===== src/rtl/io_stage_pkg.sv =====
// io_stage_pkg: shared IO stage payload types, HI/LO pair and load alignment helper
package io_stage_pkg;
  localparam int CPU_DATA_WIDTH = 32;
  localparam int REG_ADDR_WIDTH = 5;
  typedef struct packed {
    logic [CPU_DATA_WIDTH-1:0]   program_count;
    logic [CPU_DATA_WIDTH-1:0]   alu_result;
    logic [CPU_DATA_WIDTH-1:0]   source_register_data;
    logic [REG_ADDR_WIDTH-1:0]   destination_register;
    logic                        register_write;
    logic                        result_is_from_memory;
    logic                        result_high;
    logic                        result_low;
    logic                        high_low_write;
    logic                        multiply_valid;
    logic                        divide_valid;
    logic [2*CPU_DATA_WIDTH-1:0] product;
    logic [CPU_DATA_WIDTH-1:0]   quotient;
    logic [CPU_DATA_WIDTH-1:0]   remainder;
  } EXToIOData;
  typedef struct packed {
    logic [CPU_DATA_WIDTH-1:0] program_count;
    logic                      register_file_write_enabled;
    logic [REG_ADDR_WIDTH-1:0] register_file_address;
    logic [CPU_DATA_WIDTH-1:0] final_result;
  } IOToWBData;
  typedef struct packed {
    logic                      valid;
    logic [REG_ADDR_WIDTH-1:0] write_register;
    logic [CPU_DATA_WIDTH-1:0] write_data;
    logic                      previous_valid;
    logic [REG_ADDR_WIDTH-1:0] previous_write_register;
    logic [CPU_DATA_WIDTH-1:0] previous_write_data;
  } IOToIDBackPassData;
  typedef struct packed {
    logic [CPU_DATA_WIDTH-1:0] high;
    logic [CPU_DATA_WIDTH-1:0] low;
  } HiLoRegisters;
  function automatic logic [CPU_DATA_WIDTH-1:0] load_align(input logic [CPU_DATA_WIDTH-1:0] data, input logic [1:0] offset);
    return data >> {offset, 3'b000};
  endfunction
endpackage


===== src/rtl/io_stage_hi_lo_register_file.sv =====
// hi_lo_register_file: HI/LO storage with independent write enables and same-cycle read
import io_stage_pkg::*;
module hi_lo_register_file (
  input  logic                      clock,
  input  logic                      reset_n,
  input  logic                      high_write_enable,
  input  logic [CPU_DATA_WIDTH-1:0] high_write_data,
  input  logic                      low_write_enable,
  input  logic [CPU_DATA_WIDTH-1:0] low_write_data,
  output HiLoRegisters              hi_lo
);
  logic [CPU_DATA_WIDTH-1:0] hi_q, hi_d, lo_q, lo_d;
  // next HI/LO: take write data when enabled, else hold
  always_comb begin
    hi_d = high_write_enable ? high_write_data : hi_q;
    lo_d = low_write_enable ? low_write_data : lo_q;
  end
  // HI/LO registers
  always_ff @(posedge clock or negedge reset_n) begin
    if (!reset_n) begin
      hi_q <= '0;
      lo_q <= '0;
    end else begin
      hi_q <= hi_d;
      lo_q <= lo_d;
    end
  end
  assign hi_lo = '{high: hi_q, low: lo_q};
endmodule


===== src/rtl/io_stage.sv =====
// io_stage: memory/IO pipeline stage with HI/LO update and ID forwarding;
// IO_STAGE_DIVIDE_WAIT_EN adds divider ports and stalls until the divider completes
import io_stage_pkg::*;
module io_stage (
  input  logic                      clock,
  input  logic                      reset_n,
  input  logic                      ex_to_io_valid,
  input  EXToIOData                 ex_to_io_bus,
  output logic                      io_allow_in,
  input  logic                      wb_allow_in,
  output logic                      io_to_wb_valid,
  output IOToWBData                 io_to_wb_bus,
  output IOToIDBackPassData         io_to_id_back_pass,
`ifdef IO_STAGE_DIVIDE_WAIT_EN
  input  logic                      divider_done,
  input  logic [CPU_DATA_WIDTH-1:0] divider_quotient,
  input  logic [CPU_DATA_WIDTH-1:0] divider_remainder,
`endif
  input  logic [CPU_DATA_WIDTH-1:0] data_sram_read_data
);
  logic                      valid_q, valid_d, prev_valid_q, prev_valid_d;
  EXToIOData                 entry_q, entry_d;
  logic [REG_ADDR_WIDTH-1:0] prev_reg_q, prev_reg_d;
  logic [CPU_DATA_WIDTH-1:0] prev_data_q, prev_data_d;
  logic                      ready_go, fire, load, hi_we, lo_we;
  logic [CPU_DATA_WIDTH-1:0] quotient, remainder, final_result, hi_wdata, lo_wdata;
  HiLoRegisters              hi_lo;
`ifdef IO_STAGE_DIVIDE_WAIT_EN
  logic                      captured_q, captured_d, waiting;
  logic [CPU_DATA_WIDTH-1:0] quotient_q, quotient_d, remainder_q, remainder_d;
  assign waiting = valid_q && entry_q.divide_valid && !captured_q;
  assign ready_go = !(waiting && !divider_done);
  assign quotient = captured_q ? quotient_q : divider_quotient;
  assign remainder = captured_q ? remainder_q : divider_remainder;
  // hold the first divider result seen while waiting; a new entry forgets it
  always_comb begin
    captured_d = load ? 1'b0 : (waiting && divider_done) ? 1'b1 : captured_q;
    quotient_d = (waiting && divider_done) ? divider_quotient : quotient_q;
    remainder_d = (waiting && divider_done) ? divider_remainder : remainder_q;
  end
  // divider capture registers
  always_ff @(posedge clock or negedge reset_n) begin
    if (!reset_n) begin
      captured_q <= 1'b0;
      quotient_q <= '0;
      remainder_q <= '0;
    end else begin
      captured_q <= captured_d;
      quotient_q <= quotient_d;
      remainder_q <= remainder_d;
    end
  end
`else
  assign ready_go = 1'b1;
  assign quotient = entry_q.quotient;
  assign remainder = entry_q.remainder;
`endif
  assign io_to_wb_valid = valid_q && ready_go;
  assign io_allow_in = !valid_q || (ready_go && wb_allow_in);
  assign fire = io_to_wb_valid && wb_allow_in;
  assign load = ex_to_io_valid && io_allow_in;
  // result selection, HI/LO write data and next-state of the pipeline entry
  always_comb begin
    final_result = entry_q.result_is_from_memory ? load_align(data_sram_read_data, entry_q.alu_result[1:0]) :
                   (entry_q.result_high && !entry_q.high_low_write) ? hi_lo.high :
                   (entry_q.result_low && !entry_q.high_low_write) ? hi_lo.low : entry_q.alu_result;
    hi_we = fire && entry_q.high_low_write && (entry_q.multiply_valid || entry_q.divide_valid || entry_q.result_high);
    lo_we = fire && entry_q.high_low_write && (entry_q.multiply_valid || entry_q.divide_valid || entry_q.result_low);
    hi_wdata = entry_q.multiply_valid ? entry_q.product[63:32] : entry_q.divide_valid ? remainder : entry_q.source_register_data;
    lo_wdata = entry_q.multiply_valid ? entry_q.product[31:0] : entry_q.divide_valid ? quotient : entry_q.source_register_data;
    valid_d = load ? 1'b1 : fire ? 1'b0 : valid_q;
    entry_d = load ? ex_to_io_bus : entry_q;
    prev_valid_d = fire && entry_q.register_write;
    prev_reg_d = fire ? entry_q.destination_register : prev_reg_q;
    prev_data_d = fire ? final_result : prev_data_q;
  end
  // pipeline entry and previous-fire forwarding registers
  always_ff @(posedge clock or negedge reset_n) begin
    if (!reset_n) begin
      valid_q <= 1'b0;
      entry_q <= '0;
      prev_valid_q <= 1'b0;
      prev_reg_q <= '0;
      prev_data_q <= '0;
    end else begin
      valid_q <= valid_d;
      entry_q <= entry_d;
      prev_valid_q <= prev_valid_d;
      prev_reg_q <= prev_reg_d;
      prev_data_q <= prev_data_d;
    end
  end
  hi_lo_register_file u_hi_lo (
    .clock             (clock),
    .reset_n           (reset_n),
    .high_write_enable (hi_we),
    .high_write_data   (hi_wdata),
    .low_write_enable  (lo_we),
    .low_write_data    (lo_wdata),
    .hi_lo             (hi_lo)
  );
  assign io_to_wb_bus = '{program_count: entry_q.program_count,
                          register_file_write_enabled: entry_q.register_write && valid_q,
                          register_file_address: entry_q.destination_register,
                          final_result: final_result};
  assign io_to_id_back_pass = '{valid: valid_q && entry_q.register_write,
                                write_register: entry_q.destination_register,
                                write_data: final_result,
                                previous_valid: prev_valid_q,
                                previous_write_register: prev_reg_q,
                                previous_write_data: prev_data_q};
endmodule


===== config.mk =====
export PLATFORM = sky130hd
export DESIGN_NAME = io_stage
export DESIGN_NICKNAME = d
export VERILOG_FILES = /design/src/rtl/io_stage_pkg.sv /design/src/rtl/io_stage_hi_lo_register_file.sv /design/src/rtl/io_stage.sv
export SDC_FILE = /design/constraint.sdc
export NUM_CORES = 1
export LEC_CHECK = 0
export CORE_ASPECT_RATIO = 1.5
export CORE_UTILIZATION = 30
export CTS_BUF_LIST = sky130_fd_sc_hd__clkbuf_2
export CTS_CLUSTER_SIZE = 24
export DETAILED_ROUTE_END_ITERATION = 16
export PLACE_DENSITY = 0.63
export SLEW_MARGIN = 20
export SYNTH_ARGS = -nofsm -noshare
export SYNTH_HDL_FRONTEND = slang
export SYNTH_SLANG_ARGS = --single-unit
export TNS_END_PERCENT = 5

===== constraint.sdc =====
create_clock -name clock -period 2.01 [get_ports clock]
set_input_delay 0.3015 -clock clock [delete_from_list [all_inputs] [get_ports clock]]
set_output_delay 0.3015 -clock clock [all_outputs]
set_load 0.005 [all_outputs]

==> flow_summary.toml <==
[floorplan]
die-area_mm2 = 0.05370
core_area_mm2 = 0.05181
rows = 102
die_w_um = 189.6
ioPinCount = 420
start_util_pct = 30.55
die_h_um = 283.3

[layout]
layout.nets = 2351
drive_gt1_share_pct = 35.20
final_common_cell = "dfrtp_1"
fin_cells = 2830
postLayoutCoreUtil_pct = 47.57
final_cell_mix = "dfrtp_1 (333), clkdlybuf4s50_1 (274), mux2_2 (251), dlygate4sd3_1 (248), clkbuf_2 (189)"
area_growth_pct = 55.71

[power_and_ir_drop]
leakage_uw = 0.01084
p_per_area_mw_per_mm2 = 849.6
peakVddDrop_mv = 0.4521

[clock_tree]
clock_tree.buffer_depth = 3
clock_sinks = 339
cts_made_buffers = 85
htreeDepth = 3
cts_tree = "built"
worstSkewPairLatency_ns = 1.00
clock-root-buffer = "clkbuf_2"
clk_pin_slew_ns = 0.12

[place]
hpwl_um = 37970
place_ws_ns = -0.4874
place_congestion = 0.8607
io_buffers = 419
placedCellCount = 2372

[synthesis]
synth.distinct_cells = 36
synth_warnings = 0
synth.avg_cell_area_um2 = 11.82
synth_nets = 1611
postSynthCellCount = 1339
synth_top_flop_cell = "dfrtp_1"
synth_edf_count = 0
synth_top_cell_by_area = "dfrtp_1"
synth_area_leaders = "dfrtp_1 (54%), mux2_2 (18%), mux2i_1 (5.6%)"
synth_seq_area_share_pct = 53.59
synth_top_area_share_pct = 53.59
ys_ff_latch = 339
async_flop_share_pct = 100.0
synth_area_mm2 = 0.01583

[run]
cap_violations = 0

[routing]
wirelength_um = 53920
dr.pass1.iters = 5
num_vias = 13110
post_drt_wl_per_cell_um = 19.05
drt_iter0_markers = 493
postRouteAntennaNets = 0
vias_per_cell = 4.633
drc_errors = 0

[timing]
rsz0062_at_grt = "yes"
drv_slew = 0
worst_pin_slew_ns = 0.4769
max_freq_mhz = 325.4
hold_slack_ns = 0.2093
setup_violations = 70
slew_headroom_pct = 68.21
layout_setup_ws_ns = -1.064
hold_viol_final = 0
fin_crit_sh_pct = 152.9
clock_skew_ns = 0.06032
min_period_ns = 3.074

[grt]
grt_overflow_total = 0
grt_pass1_vias = 14250
grt_max_degree = 65
grt_pass1_wl_um = 82590
antenna_found_initial = 12
grt_usage_pct = 20.17

[setup_path]
criticalPathCategory = "reg -> out"
setup.worst_path.end_class = "output port"
cp-start-kind = "flip-flop"
arrival_ns = 2.77
required_ns = 1.71
path_max_fanout = 7

[run_status]
violations = "setup timing"
status = "complete, but fails checks"

[worst_hold_path]
min_path_type = "in -> reg"
worst max-delay path, cell delays in order, from the launching register on:
cell and delay [ns]:
dfrtp_2 0.47, buf_12 0.15, or3b_4 0.45, buf_6 0.16, o221ai_4 0.13, o21bai_4 0.16, nand2_2 0.09, buf_2 0.14
metal layers:
metal	global-route usage (%)	part of all wire, %
met4	10.56	4.2
met3	3.456	4.8
met1	23.71	40
met2	34.81	51
met5	0	0
sequential cells by signal, indices dropped and copies added (netlist names):
name,cells
io_to_wb_bus,32
quotient,32
remainder,32
prev_reg_q,5
prev_valid_q,1
io_to_id_back_pass,5
entry_q,135
u_hi_lo.lo_q,32
u_hi_lo.hi_q,32
io_to_wb_valid,1
prev_data_q,32
worst paths after layout:
path,end,cells past startpoint,start,slack [ns]
min reg2reg,prev_reg_q[0],2,prev_reg_q[0],0.49
max in group asynchronous,prev_data_q[0],4,reset_n,1.10
min,prev_data_q[11],5,data_sram_read_data[19],0.21
max reg2reg,prev_data_q[9],13,entry_q[131],-0.42
max,io_to_wb_bus[14],7,entry_q[130],-1.06
min in group asynchronous,io_to_wb_bus[52],4,reset_n,0.53
cells by family after synthesis:
group                  after synthesis  share of synthesized area [%]
multiplexers                       339                          23.42
AO/OA/AOI/OAI                      242                          9.620
flip-flops                         339                          53.59
buffers and inverters              173                          6.735
AND/OR/NAND/NOR                    246                          6.632
synth_stat cells (all sizes together), types with 2 or more instances:
cell type / instances
clkbuf: 30
inv: 3
mux2i: 88
mux2: 251
nand2: 115
o21a: 23
dfrtp: 339
nor2b: 15
nand2b: 4
o221ai: 32
o22a: 8
a31oi: 17
nor3b: 2
nor3: 15
a21oi: 65
o311ai: 2
o21bai: 8
o21ai: 79
buf: 140
and2: 2
nand3b: 8
o22ai: 8
nor2: 83
timing repair:
action | 4_1_cts | 5_1_grt
setup buffers | 38 | 8
endpoints found under the hold margin | 585 | 0
cloned | 2 | 0
pin swaps | 40 | 20
gates resized for setup | 445 | 122
hold buffers | 249 | 0
endpoints found under the setup margin | 148 | 129
area by class of cell:
cell class                      instances  area (µm²)
Fill cell                            4703       27170
Sequential cell                       339        8496
Timing Repair Buffer                  822        7690
Multi-Input combinational cell        828        6825
Tap cell                              676       845.8
Clock buffer                          119       595.6
Clock inverter                         31       151.4
Antenna cell                           12       30.03
Inverter                                3       13.76
report_power, final:
part,total [µW],internal (µW),switching [µW]
logic,6990,3860,3120
clock network,4660,1730,2930
registers,9290,8250,1050
metrics by stage:
step           area, µm²  TNS [ns]  power, µW
4_1_cts            24700    -77.70      21120
5_1_grt            24640    -70.45      22320
3_5_place_dp       20960    -19.15      15720
2_1_floorplan      15830         0      12420
6_report           24650    -57.74      20940
3_3_place_gp       20960    -17.28      15550
Power figures use the tool's default switching activity.
